**config.mk**
```make
export PLATFORM = sky130hd
export DESIGN_NAME = int16_to_bfloat16
export DESIGN_NICKNAME = d
export VERILOG_FILES = /design/src/rtl/bf16_pkg.sv /design/src/rtl/bf16_round.sv /design/src/rtl/int16_to_bfloat16.sv
export SDC_FILE = /design/constraint.sdc
export NUM_CORES = 1
export LEC_CHECK = 0
export BUFFER_PORTS_ARGS = -buffer_cell sky130_fd_sc_hd__buf_2
export CAP_MARGIN = 0
export CORE_UTILIZATION = 55
export DETAILED_ROUTE_END_ITERATION = 8
export HOLD_SLACK_MARGIN = 0.12
export PLACE_DENSITY = 0.77
export SYNTH_ARGS = -nofsm -noshare
export SYNTH_HDL_FRONTEND = slang
export SYNTH_HIERARCHICAL = 1
export SYNTH_SLANG_ARGS = --single-unit
```
**constraint.sdc**
```tcl
create_clock -name clock -period 2.3 [get_ports clock]
set_input_delay 0.46 -clock clock [delete_from_list [all_inputs] [get_ports clock]]
set_output_delay 0.46 -clock clock [all_outputs]
set_load 0.03 [all_outputs]
```
**src/rtl/bf16_pkg.sv**
```systemverilog
// Shared bfloat16 definitions: FSM state encoding, exponent constants, bf16 field layout.
// Used by the int16 converter and the bf16 adder.
package bf16_pkg;

    localparam int         BF16_BIAS      = 127;
    // Exponent of bit 15 of a 16-bit magnitude before normalisation
    localparam logic [7:0] INT16_EXP_BASE = 8'(BF16_BIAS + 15);

    typedef enum logic [2:0] {
        IDLE,
        LOAD,
        NORMALIZE,
        ROUND,
        FINISH
    } state_t;

    typedef struct packed {
        logic       sign;
        logic [7:0] exponent;
        logic [6:0] mantissa;
    } bf16_t;

    // Unsigned magnitude of a two's-complement int16; -32768 maps to 0x8000
    function automatic logic [15:0] int16_magnitude(input logic [15:0] value);
        return value[15] ? (~value + 16'd1) : value;
    endfunction

endpackage

```
**src/rtl/bf16_round.sv**
```systemverilog
// Rounds a normalised bf16 mantissa using guard/sticky; carries mantissa overflow into the exponent.
// Latency: combinational. Backpressure: none.
// BF16_ROUND_NEAREST_EN selects round-to-nearest-even; otherwise truncates.
module bf16_round (
    input  logic [6:0] mant_in,
    input  logic [7:0] exp_in,
    input  logic       guard,
    input  logic       sticky,
    output logic [6:0] mant_out,
    output logic [7:0] exp_out,
    output logic       inexact
);

    logic round_up;
    logic carry;

`ifdef BF16_ROUND_NEAREST_EN
    // Ties go to the even mantissa
    assign round_up = guard & (sticky | mant_in[0]);
`else
    assign round_up = 1'b0;
`endif

    assign {carry, mant_out} = {1'b0, mant_in} + {7'd0, round_up};
    assign exp_out           = exp_in + {7'd0, carry};
    assign inexact           = guard | sticky;

endmodule

```
**src/rtl/int16_to_bfloat16.sv**
```systemverilog
// Converts a two's-complement int16 to bfloat16, normalising one bit per cycle.
// Latency: lz+4 cycles (nonzero), 2 cycles (zero). Backpressure: start accepted only while ready; result held until next done.
// Rounding mode set in bf16_round by BF16_ROUND_NEAREST_EN (truncate when undefined).
module int16_to_bfloat16
    import bf16_pkg::*;
(
    input  logic        clock,
    input  logic        reset,
    input  logic        start,
    input  logic [15:0] data_in,
    output logic [15:0] result,
    output logic        ready,
    output logic        done,
    output logic        inexact
);

    state_t      state_q, state_d;
    logic        sign_q, sign_d;
    logic [15:0] mag_q, mag_d;
    logic [7:0]  exp_q, exp_d;
    bf16_t       result_q, result_d;
    logic        inexact_q, inexact_d;

    logic [6:0]  rnd_mant;
    logic [7:0]  rnd_exp;
    logic        rnd_inexact;

    bf16_round u_round (
        .mant_in  (mag_q[14:8]),
        .exp_in   (exp_q),
        .guard    (mag_q[7]),
        .sticky   (|mag_q[6:0]),
        .mant_out (rnd_mant),
        .exp_out  (rnd_exp),
        .inexact  (rnd_inexact)
    );

    always_ff @(posedge clock) begin
        if (reset) begin
            state_q <= IDLE;
        end else begin
            state_q <= state_d;
        end
    end

    always_ff @(posedge clock) begin
        if (reset) begin
            sign_q    <= 1'b0;
            mag_q     <= '0;
            exp_q     <= '0;
            result_q  <= '0;
            inexact_q <= 1'b0;
        end else begin
            sign_q    <= sign_d;
            mag_q     <= mag_d;
            exp_q     <= exp_d;
            result_q  <= result_d;
            inexact_q <= inexact_d;
        end
    end

    always_comb begin
        state_d   = state_q;
        sign_d    = sign_q;
        mag_d     = mag_q;
        exp_d     = exp_q;
        result_d  = result_q;
        inexact_d = inexact_q;
        case (state_q)
            IDLE: begin
                if (start) begin
                    sign_d  = data_in[15];
                    mag_d   = int16_magnitude(data_in);
                    state_d = LOAD;
                end
            end
            LOAD: begin
                exp_d = INT16_EXP_BASE;
                if (mag_q == 16'd0) begin
                    result_d  = '0;
                    inexact_d = 1'b0;
                    state_d   = FINISH;
                end else begin
                    state_d = NORMALIZE;
                end
            end
            NORMALIZE: begin
                if (mag_q[15]) begin
                    state_d = ROUND;
                end else begin
                    mag_d = {mag_q[14:0], 1'b0};
                    exp_d = exp_q - 8'd1;
                end
            end
            ROUND: begin
                // Leading one of mag_q is the implicit bit and is dropped
                result_d.sign     = sign_q;
                result_d.exponent = rnd_exp;
                result_d.mantissa = rnd_mant;
                inexact_d         = rnd_inexact;
                state_d           = FINISH;
            end
            FINISH: begin
                state_d = IDLE;
            end
            default: begin
                state_d = IDLE;
            end
        endcase
    end

    assign result  = result_q;
    assign inexact = inexact_q;
    assign ready   = (state_q == IDLE);
    assign done    = (state_q == FINISH);

endmodule
```
# Yosys cells after proc, flatten, opt, wreduce, memory -nomap -nowiden
# Index checks and enable logic that the tools add are counted.
# classes
n_mux	14
add_sub_neg	2
n_eq_ne	8
n_bitwise	2
reduce_logical	12
# op_table
op	count
$mux 16	4
$pmux 16 s2	2
$add 16x1->16 const B	1
$logic_not 16->1	1
$not 16->16	1
$pmux 8 s2	1
$pmux 3 s4	1
$reduce_and 2->1	5
$mux 3	3
$mux 8	1
$ne 2x2->1 const B	4
$sub 8x1->8 const B	1
$reduce_or 7->1	1
$eq 3x2->1 const B	2
$reduce_bool 2->1	3
$eq 3x1->1 const B	1
$eq 3x3->1 const B	1
$logic_not 3->1	1
$reduce_and 3->1	1
$pmux 1 s2	1
$mux 1	1
$or 1x1->1	1
# word_totals
regBits	45
inputBits	19
output_inout_bits	19
wordCells	47

# Longest topological paths before layout
# Gate-level depths: netlist of run 1.
# logic_depth
word_depth	5
mapped_depth	7

# Modules after synthesis
# The synthesis of run 1 kept the hierarchy.
# by_module_without_submodules
module	seq_area_each_um2	area_per_inst_um2	cells_each	n_inst
int16_to_bfloat16	900.9	2522.4	293	1
bf16_round	0.0	118.9	16	1

# Worst setup path before layout of run 1
# Ideal clock, no wire load.
# synth_path
kind	register to output
startpoint	reg state_q[1]
endpoint	out done
arrival_time_ps	1458
t_required_ps	1840
path_stages_with_launch	4
slack_ps	382
path_buffers	2
path_cell_list	dfxtp_1 > clkbuf_1 > clkbuf_1 > nor3b_1
# synth_via
elab_chain_cells	1
# synth_rtl
element	line	rtl
start: declaration	int16_to_bfloat16.sv:17	state_t state_q, state_d;
start signal: assignment	int16_to_bfloat16.sv:42	state_q <= state_d;
$eq 3x3->1	int16_to_bfloat16.sv:115	assign done = (state_q == FINISH);
end: declaration	int16_to_bfloat16.sv:13	output logic done,
# No other way between the ends.

# Worst setup path after layout of run 1
# layout_path
startpoint	reg state_q[1]
endpoint	reg result_q (netlist bit result[8])
# layout_via
elab_chain_cells	3
word_cells_on_any_way	6
cone_classes	eq/ne: 3; mux: 1; reduce/logical: 2
# layout_rtl
element	line	rtl
$eq 3x1->1 / $eq 3x2->1 (equally long branches)	int16_to_bfloat16.sv:69	case (state_q)
$ne 2x2->1 (no line) / $reduce_bool 2->1 (equally long branches)	n/a	
$reduce_and 2->1 (no line)	n/a	
end signal: assignment	int16_to_bfloat16.sv:57	result_q <= result_d;
end: declaration	int16_to_bfloat16.sv:21	bf16_t result_q, result_d;
# Several ways; a longest one is shown, not always the timed one.
# A chain may end at the register's enable or synchronous reset.

==> impl_metrics.json, run 1 <==
{
  "post-cts-setup-buffer-count": 0,
  "drc": 3,
  "final_nets": 347,
  "slew_headroom_pct": 26.8,
  "netSwitchingPower_w": 0.000675,
  "drv_slew": 0,
  "die_h_um": 71.3,
  "clk_pin_slew_ns": 0.09,
  "slowest_stage": "nor3b_2",
  "core_sq_um": 4470,
  "crit_family": "simple AND/OR/NAND/NOR gates",
  "report.final.hold_viol_count": 0,
  "initial_core_util_pct": 59.0,
  "skew_ns": 0.0108,
  "power_w": 0.00197,
  "dpl_cell_area_sq_um": 2780,
  "drive_gt1_share_pct": 22.0,
  "cp-end-kind": "flip-flop",
  "grt_pass1_wl_mm": 10.9,
  "swShare_pct": 34.3,
  "synth_ff_type": "dfxtp_1",
  "numCtsBuffers": 5,
  "vias": 2492,
  "portBuffers": 37,
  "path_max_fanout": 28,
  "yosysSeqAreaShare_pct": 34.1,
  "post-route-period-util_pct": 89.0,
  "max-vdd-ir-drop_uv": 388,
  "synth-edff-count": 0,
  "clockBufferDepth": 2,
  "seqPwrFrac_pct": 49.0,
  "place_congestion": 0.849,
  "whs_ns": 0.444,
  "synth_seq_cells": 45,
  "cts-root-buf": "clkbuf_8",
  "detail_route.vias_per_cell": 6.58,
  "p_leak_nw": 1.09,
  "post_cts_resized": 0,
  "tightest_slew_ns": 1.09,
  "grtUsageTotal_pct": 27.2,
  "wire_per_inst_um": 17.1,
  "synth_fp_nets": 330,
  "antenna_found_initial": 0,
  "drt_wl_total_mm": 6.48,
  "dieArea_sq_um": 5080,
  "crit_buf_inv": 1,
  "dp_hpwl_mm": 4.60,
  "async_reset_ff_share_pct": 0,
  "violations": "DRC",
  "insertion_delay_ns": 0.31,
  "holdBufCountCts": 0,
  "synthCells": 309,
  "final_common_cell": "dfxtp_1",
  "cp_cell_sequence": "buf_4 -> nor3b_2 -> a32oi_1 -> o21ai_0",
  "netlist_area_sq_um": 2640,
  "power.density_nw_per_um2": 688,
  "outcome": "finished, violations left",
  "layout_common_cells": "dfxtp_1, buf_2, o21ai_0, a32oi_1, nor2_1",
  "p_clk_share_pct": 24.5,
  "drt_iter0_drc": 211,
  "combPwrFrac_pct": 26.5,
  "ant_nets": 0,
  "fmax_ghz": 0.488,
  "setup_tns_ns": 0,
  "ys_warn_count": 6,
  "io_pins": 38,
  "setup_slack_ns": 0.252,
  "finalSetupViolations": 0,
  "worstSetupStartpointType": "flip-flop",
  "grt-ovfl-total": 0,
  "syn_avg_cell_area_sq_um": 8.55,
  "clock-sinks": 45,
  "intPower_w": 0.00129,
  "fp-row-count": 24,
  "arrival_ns": 2.28,
  "ys_types": 54,
  "grt_max_degree": 29,
  "area_growth_pct": 8.24,
  "drt_first_pass_iters": 6,
  "hold_path_class": "in -> reg",
  "place_ws_ns": 0.192,
  "slowest_delay_ns": 0.92,
  "cts_max_level": 2,
  "grt_pass1_vias": 2324,
  "die_width_um": 71.3,
  "design_area_sq_um": 2860,
  "rsz0062_at_grt": "false",
  "antenna_cells": 0,
  "cts_tree": "yes",
  "cp.required_ns": 2.53,
  "period_needed_ns": 2.05,
  "path_class": "reg -> reg",
  "cap_violations": 0
}
-- power by group through the flow --
| stage | logic [W] | clock network [W] | registers (W) |
|---|---|---|---|
| global route | 0.000575 | 0.000527 | 0.000975 |
| finish | 0.000521 | 0.000482 | 0.000964 |
| CTS | 0.000518 | 0.000488 | 0.000961 |
| floorplan | 0.000414 | 0 | 0.000965 |
| detailed placement | 0.000516 | 0 | 0.000978 |
| global placement | 0.000504 | 0 | 0.000973 |
-- registers in the layout, indices dropped and copies added (netlist names) --
name,count
sign_q,1
exp_q,8
mag_q,16
result,16
inexact,1
state_q,3
-- per-layer routing --
layer	GRT usage (%)	routed length (um)
met1	37.0	2930
met2	41.7	3070
met3	5.06	371
met4	12.7	102
met5	0	0
-- layout make-up --
cell class / count / area, sq um
Clock buffer: 6 / 72.6
Clock inverter: 2 / 10.0
Fill cell: 414 / 1620
Inverter: 10 / 37.5
Multi-Input combinational cell: 214 / 1490
Sequential cell: 45 / 901
Tap cell: 52 / 65.1
Timing Repair Buffer: 50 / 283
-- through the flow --
stage | utilization (%) | std cells
after floorplan | - | 309
after global placement | 62.1 | 371
after detailed placement | 62.1 | 371
after CTS | 63.9 | 379
after global routing | 63.9 | 379
final | 63.9 | 379
-- cells by family (layout without fill, tap and decap cells) --
kind of cell	Yosys count	after routing	synth area share (%)
AOI/OAI and AO/OA	95	95	26.3
xor gates and xnor gates	9	9	2.98
adders and majority gates	2	2	0.947
buffers and inverters	50	68	9.47
DFF	45	45	34.1
muxes	4	4	1.56
and+or+nand+nor	104	104	24.6
-- path summary, 6_finish.rpt --
path / from / endpoint / slack (ns) / depth (start not counted)
min reg2reg: sign_q$_SDFFE_PP0P_ / sign_q$_SDFFE_PP0P_ / 0.46 / 2
max: state_q[1]$_SDFFE_PP0P_ / result[8]$_SDFFE_PP0P_ / 0.25 / 4
max reg2reg: state_q[1]$_SDFFE_PP0P_ / result[8]$_SDFFE_PP0P_ / 0.25 / 4
min: data_in[6] / mag_q[6]$_SDFFE_PP0P_ / 0.44 / 3
-- worst register-to-register path, delay by kind of cell (launching register included) --
| kind | cells | cell delay, ns |
|---|---|---|
| and+or+nand+nor | 1 | 0.92 |
| DFF | 1 | 0.50 |
| buffers and inverters | 1 | 0.32 |
| AOI/OAI and AO/OA | 2 | 0.24 |
-- cell usage after synthesis (4+ instances only) --
cell	count	area, sq um
a211oi_1	4	30.0
a21oi_1	10	50.1
a311oi_1	4	35.0
a32oi_1	18	158
buf_2	5	25.0
buf_4	15	113
clkbuf_1	17	63.8
dfxtp_1	45	901
inv_1	10	37.5
nand2_1	9	33.8
nand3b_1	16	120
nor2_1	17	63.8
nor3_1	14	70.1
nor3b_1	4	30.0
nor4_1	5	31.3
o21ai_0	31	155
o22ai_1	4	25.0
or3_1	6	37.5
or4_1	4	30.0
xnor2_1	7	61.3
Note: power is estimated with default switching activity, not from simulation.
==> run 2, diff against run 1 <==
--- a/config.mk
+++ b/config.mk
@@ -8,6 +8,7 @@
 export BUFFER_PORTS_ARGS = -buffer_cell sky130_fd_sc_hd__buf_2
 export CAP_MARGIN = 0
 export CORE_UTILIZATION = 55
+export CTS_BUF_LIST = sky130_fd_sc_hd__clkbuf_4
 export DETAILED_ROUTE_END_ITERATION = 8
 export HOLD_SLACK_MARGIN = 0.12
 export PLACE_DENSITY = 0.77
==> impl_metrics.json, run 2 (synthesis results as in run 1) <==
{
  "slowest_stage": "nor3b_2",
  "worst_hold_path.endpoint": "mag_q[6]$_SDFFE_PP0P_",
  "fp-row-count": 24,
  "final_common_cell": "dfxtp_1",
  "hold_path_class": "in -> reg",
  "met2_usage_pct": 40.7,
  "post_cts_resized": 0,
  "area_growth_pct": 7.20,
  "reg2reg_slack_ns": 0.24,
  "detail_route.vias_per_cell": 6.64,
  "rsz0062_at_grt": "false",
  "cp_cell_sequence": "buf_4 -> nor3b_2 -> a32oi_1 -> o41ai_1",
  "path_max_fanout": 28,
  "drc": 3,
  "report.final.hold_viol_count": 0,
  "die_width_um": 71.3,
  "cp-end-kind": "flip-flop",
  "crit_family": "simple AND/OR/NAND/NOR gates",
  "clockBufferDepth": 2,
  "post-cts-setup-buffer-count": 0,
  "die_h_um": 71.3,
  "use_met3_pct": 5.77,
  "swShare_pct": 35.2,
  "initial_core_util_pct": 59.0,
  "power.density_nw_per_um2": 660,
  "fmax_ghz": 0.486,
  "r2r_start": "state_q[1]$_SDFFE_PP0P_",
  "layout_common_cells": "dfxtp_1, buf_2, o21ai_0, a32oi_1, nor2_1",
  "setup_tns_ns": 0,
  "top_usage_layer": "met2",
  "wire_per_inst_um": 17.0,
  "vias": 2518,
  "max-vdd-ir-drop_uv": 344,
  "portBuffers": 37,
  "place_congestion": 0.849,
  "clk_pin_slew_ns": 0.14,
  "path_class": "reg -> reg",
  "drt_wl_total_mm": 6.43,
  "numCtsBuffers": 5,
  "grt_pass1_vias": 2339,
  "skew_ns": 0.0196,
  "cts_tree": "yes",
  "grt_pass1_wl_mm": 10.9,
  "slowest_delay_ns": 0.93,
  "crit_buf_inv": 1,
  "seqPwrFrac_pct": 51.6,
  "clock-sinks": 45,
  "outcome": "finished, violations left",
  "dp_hpwl_mm": 4.60,
  "drt_iter0_drc": 231,
  "whs_ns": 0.393,
  "seq_area_sq_um": 901,
  "multiInputGateArea_sq_um": 1490,
  "grt-ovfl-total": 0,
  "intPower_w": 0.00121,
  "antenna_found_initial": 0,
  "drt_first_pass_iters": 7,
  "netSwitchingPower_w": 0.000658,
  "io_pins": 38,
  "arrival_ns": 2.32,
  "combPwrFrac_pct": 27.9,
  "p_leak_nw": 1.08,
  "tightest_slew_ns": 1.09,
  "ant_nets": 0,
  "holdBufCountCts": 0,
  "cap_violations": 0,
  "worstSetupStartpointType": "flip-flop",
  "grt_max_degree": 29,
  "hold_depth": 3,
  "insertion_delay_ns": 0.35,
  "gr-usage-met1_pct": 36.3,
  "cp.required_ns": 2.57,
  "cts-root-buf": "clkbuf_4",
  "grtUsageTotal_pct": 26.6,
  "drv_slew": 0,
  "drive_gt1_share_pct": 22.3,
  "core_sq_um": 4470,
  "holdCritStartpoint": "data_in[6]",
  "r2r_end": "result[15]$_SDFFE_PP0P_",
  "p_clk_share_pct": 20.5,
  "violations": "DRC",
  "fillers": 414,
  "period_needed_ns": 2.06,
  "power_w": 0.00187,
  "post-route-period-util_pct": 89.4,
  "dieArea_sq_um": 5080,
  "final_nets": 347,
  "cts_max_level": 2,
  "finalSetupViolations": 0,
  "reg2reg_depth": 4,
  "slew_headroom_pct": 26.7,
  "antenna_cells": 0
}
==> run 2: area by class of cell <==
class / instances / share of cell area [%]
clock buffer: 6 / 1.59
tap: 52 / 2.30
inverter: 10 / 1.33
sequential: 45 / 31.8
timing repair buffer: 50 / 9.99
clock inverter: 2 / 0.354
multi-input combinational: 214 / 52.6
==> run 2: worst reg2reg max path, delay by kind of cell (launching register included) <==
kind / cells / cell delay, ns
AND/OR/NAND/NOR: 1 / 0.93
flip-flops: 1 / 0.52
buffers and inverters: 1 / 0.33
AO/OA/AOI/OAI: 2 / 0.21
==> run 2: metal layers <==
| metal | vias up | wire length, um |
|---|---|---|
| met5 | - | 0 |
| met4 | 0 | 83 |
| met3 | 12 | 349 |
| met2 | 89 | 3040 |
| met1 | 1216 | 2950 |
| li1 | 1201 | - |
==> run 2: worst max path at each step <==
stage,startpoint,end,cells past startpoint,slack [ns]
5_1_grt,state_q[1]$_SDFFE_PP0P_,result[1]$_SDFFE_PP0P_,4,0.08
6_report,state_q[1]$_SDFFE_PP0P_,result[15]$_SDFFE_PP0P_,4,0.24
2_1_floorplan,state_q[1]$_SDFFE_PP0P_,done,3,0.38
3_3_place_gp,data_in[0],mag_q[11]$_SDFFE_PP0P_,5,0.25
3_5_place_dp,data_in[0],mag_q[11]$_SDFFE_PP0P_,5,0.19
4_1_cts,state_q[1]$_SDFFE_PP0P_,result[15]$_SDFFE_PP0P_,4,0.28
==> run 2: through the flow <==
| stage | std cells | area, sq um | utilization [%] | setup slack, ns |
|---|---|---|---|---|
| floorplan | 309 | 2640 | - | 0.382 |
| global placement | 371 | 2780 | 62.1 | 0.249 |
| detailed placement | 371 | 2780 | 62.1 | 0.192 |
| CTS | 379 | 2830 | 63.3 | 0.276 |
| global route | 379 | 2830 | 63.3 | 0.0803 |
| finish | 379 | 2830 | 63.3 | 0.243 |
==> run 2: power by group through the flow <==
stage / clock network (W) / logic [W] / registers [W]
4_1_cts: 0.000392 / 0.000518 / 0.000960
3_3_place_gp: 0 / 0.000504 / 0.000973
3_5_place_dp: 0 / 0.000516 / 0.000978
2_1_floorplan: 0 / 0.000414 / 0.000965
5_1_grt: 0.000431 / 0.000574 / 0.000975
6_report: 0.000383 / 0.000521 / 0.000964
==> run 3, diff against run 2 <==
--- a/config.mk
+++ b/config.mk
@@ -5,13 +5,14 @@
 export SDC_FILE = /design/constraint.sdc
 export NUM_CORES = 1
 export LEC_CHECK = 0
-export BUFFER_PORTS_ARGS = -buffer_cell sky130_fd_sc_hd__buf_2
+export ABC_AREA = 0
 export CAP_MARGIN = 0
 export CORE_UTILIZATION = 55
 export CTS_BUF_LIST = sky130_fd_sc_hd__clkbuf_4
 export DETAILED_ROUTE_END_ITERATION = 8
+export DONT_BUFFER_PORTS = 1
 export HOLD_SLACK_MARGIN = 0.12
-export PLACE_DENSITY = 0.77
+export PLACE_DENSITY = 0.7
 export SYNTH_ARGS = -nofsm -noshare
 export SYNTH_HDL_FRONTEND = slang
 export SYNTH_HIERARCHICAL = 1
==> impl_metrics.json, run 3 (synthesis results as in run 1) <==
{
  "outcome": "finished, violations left",
  "violations": "DRC",
  "fillers": 398,
  "holdCritStartpoint": "reset",
  "path_max_fanout": 17,
  "drv_slew": 0,
  "dieArea_sq_um": 5080,
  "slowest_stage": "nor3b_2",
  "path_class": "reg -> reg",
  "drc": 1,
  "ant_nets": 0,
  "insertion_delay_ns": 0.37,
  "initial_core_util_pct": 59.0,
  "clk_pin_slew_ns": 0.15,
  "cp_cell_sequence": "buf_4 -> nor3b_2 -> a32oi_1 -> o21ai_0",
  "skew_ns": 0.0217,
  "crit_path_start": "state_q[1]$_SDFFE_PP0P_",
  "detail_route.vias_per_cell": 6.90,
  "io_pins": 38,
  "crit_buf_inv": 1,
  "drt_wl_total_mm": 6.45,
  "power.density_nw_per_um2": 757,
  "dp_hpwl_mm": 4.46,
  "numCtsBuffers": 5,
  "arrival_ns": 2.33,
  "worst_hold_path.endpoint": "mag_q[7]$_SDFFE_PP0P_",
  "drt_first_pass_iters": 9,
  "cts_tree": "yes",
  "report.final.hold_viol_count": 0,
  "cp-end-kind": "flip-flop",
  "reg2reg_slack_ns": 0.28,
  "antenna_found_initial": 0,
  "layout_common_cells": "dfxtp_1, o21ai_0, a32oi_1, nor2_1, nand3b_1",
  "post-route-period-util_pct": 87.8,
  "crit_family": "simple AND/OR/NAND/NOR gates",
  "clockBufferDepth": 2,
  "final_common_cell": "dfxtp_1",
  "rsz0062_at_grt": "false",
  "setup_slack_ns": 0.281,
  "cts_max_level": 2,
  "cap_violations": 0,
  "wire_per_inst_um": 18.7,
  "finalSetupViolations": 0,
  "slowest_delay_ns": 0.84,
  "combPwrFrac_pct": 21.9,
  "grt_pass1_vias": 2258,
  "p_clk_share_pct": 29.9,
  "hold_depth": 1,
  "fmax_ghz": 0.495,
  "drive_gt1_share_pct": 12.3,
  "netSwitchingPower_w": 0.000654,
  "intPower_w": 0.00140,
  "setup_tns_ns": 0,
  "area_growth_pct": 2.89,
  "antenna_cells": 0,
  "cts-root-buf": "clkbuf_4",
  "reg2reg_depth": 4,
  "hold_path_class": "in -> reg",
  "place_ws_ns": 0.330,
  "core_sq_um": 4470,
  "die_h_um": 71.3,
  "die_width_um": 71.3,
  "grtUsageTotal_pct": 27.2,
  "r2r_start": "state_q[1]$_SDFFE_PP0P_",
  "slew_headroom_pct": 32.4,
  "drt_iter0_drc": 140,
  "post-cts-setup-buffer-count": 0,
  "place_congestion": 0.870,
  "p_leak_nw": 0.933,
  "r2r_end": "result[2]$_SDFFE_PP0P_",
  "final-instance-count-excl-fill": 344,
  "grt_pass1_wl_mm": 10.9,
  "fp-row-count": 24,
  "worstSetupStartpointType": "flip-flop",
  "dp_cells": 334,
  "clock-sinks": 45,
  "period_needed_ns": 2.02,
  "vias": 2375,
  "cp.required_ns": 2.61,
  "final_nets": 312,
  "portBuffers": 0,
  "grt-ovfl-total": 0,
  "swShare_pct": 31.8,
  "seqPwrFrac_pct": 48.1,
  "grt_max_degree": 28,
  "tightest_slew_ns": 1.01,
  "max-vdd-ir-drop_uv": 459
}
==> run 3: cell count changes in the layout (fill, tap and decap cells not counted), sizes merged <==
cell,change
buf,-37
bufinv,+2
clkinv,-2
dlygate4sd3,+2
clkbuf,-1
inv,+1
==> run 3: how the worst max path moves through the flow <==
stage / endpoint / slack (ns) / cells past startpoint
finish: result[2]$_SDFFE_PP0P_ / 0.28 / 4
global route: result[2]$_SDFFE_PP0P_ / 0.06 / 4
CTS: result[2]$_SDFFE_PP0P_ / 0.30 / 4
detailed placement: mag_q[15]$_SDFFE_PP0P_ / 0.33 / 4
global placement: mag_q[14]$_SDFFE_PP0P_ / 0.36 / 6
floorplan: done / 0.38 / 3
==> run 3: metal layers <==
layer	wire [um]	track usage [%]	vias to the layer above	share of wire (%)
met5	0	0	-	0
li1	-	-	1135	-
met2	2970	40.3	83	46
met3	443	6.19	10	6.9
met4	97	10.4	0	1.5
met1	2940	38.5	1147	46
==> run 3: power by group through the flow <==
stage / Clock, W / Combinational [W] / Sequential, W
2_1_floorplan: 0 / 0.000414 / 0.000965
4_1_cts: 0.000625 / 0.000443 / 0.000987
6_report: 0.000616 / 0.000451 / 0.000990
3_5_place_dp: 0 / 0.000439 / 0.00100
3_3_place_gp: 0 / 0.000433 / 0.00100
5_1_grt: 0.000662 / 0.000503 / 0.00100
==> run 3: layout make-up <==
cell class | count | area, sq um | area share [%]
well taps | 52 | 65.1 | 2.39
clock inverters | 3 | 68.8 | 2.53
inverters | 10 | 37.5 | 1.38
flip-flops and latches | 45 | 901 | 33.1
repair buffers | 15 | 118 | 4.33
clock buffers | 5 | 37.5 | 1.38
multi-input cells | 214 | 1490 | 54.8
==> run 3: repair_timing <==
action                    in CTS  in global routing
hold endpoints to repair       0                  1
gates resized for setup        0                  0
hold buffers                   0                  2
==> run 3: metrics by stage <==
step / util (%) / total power [W] / instance area (sq um) / hold WS [ns]
floorplan: - / 0.00138 / 2640 / 0.431
global placement: 57.9 / 0.00144 / 2590 / 0.463
detailed placement: 57.9 / 0.00144 / 2590 / 0.465
CTS: 60.3 / 0.00206 / 2700 / 0.129
global route: 60.7 / 0.00217 / 2720 / 0.122
finish: 60.7 / 0.00206 / 2720 / 0.154
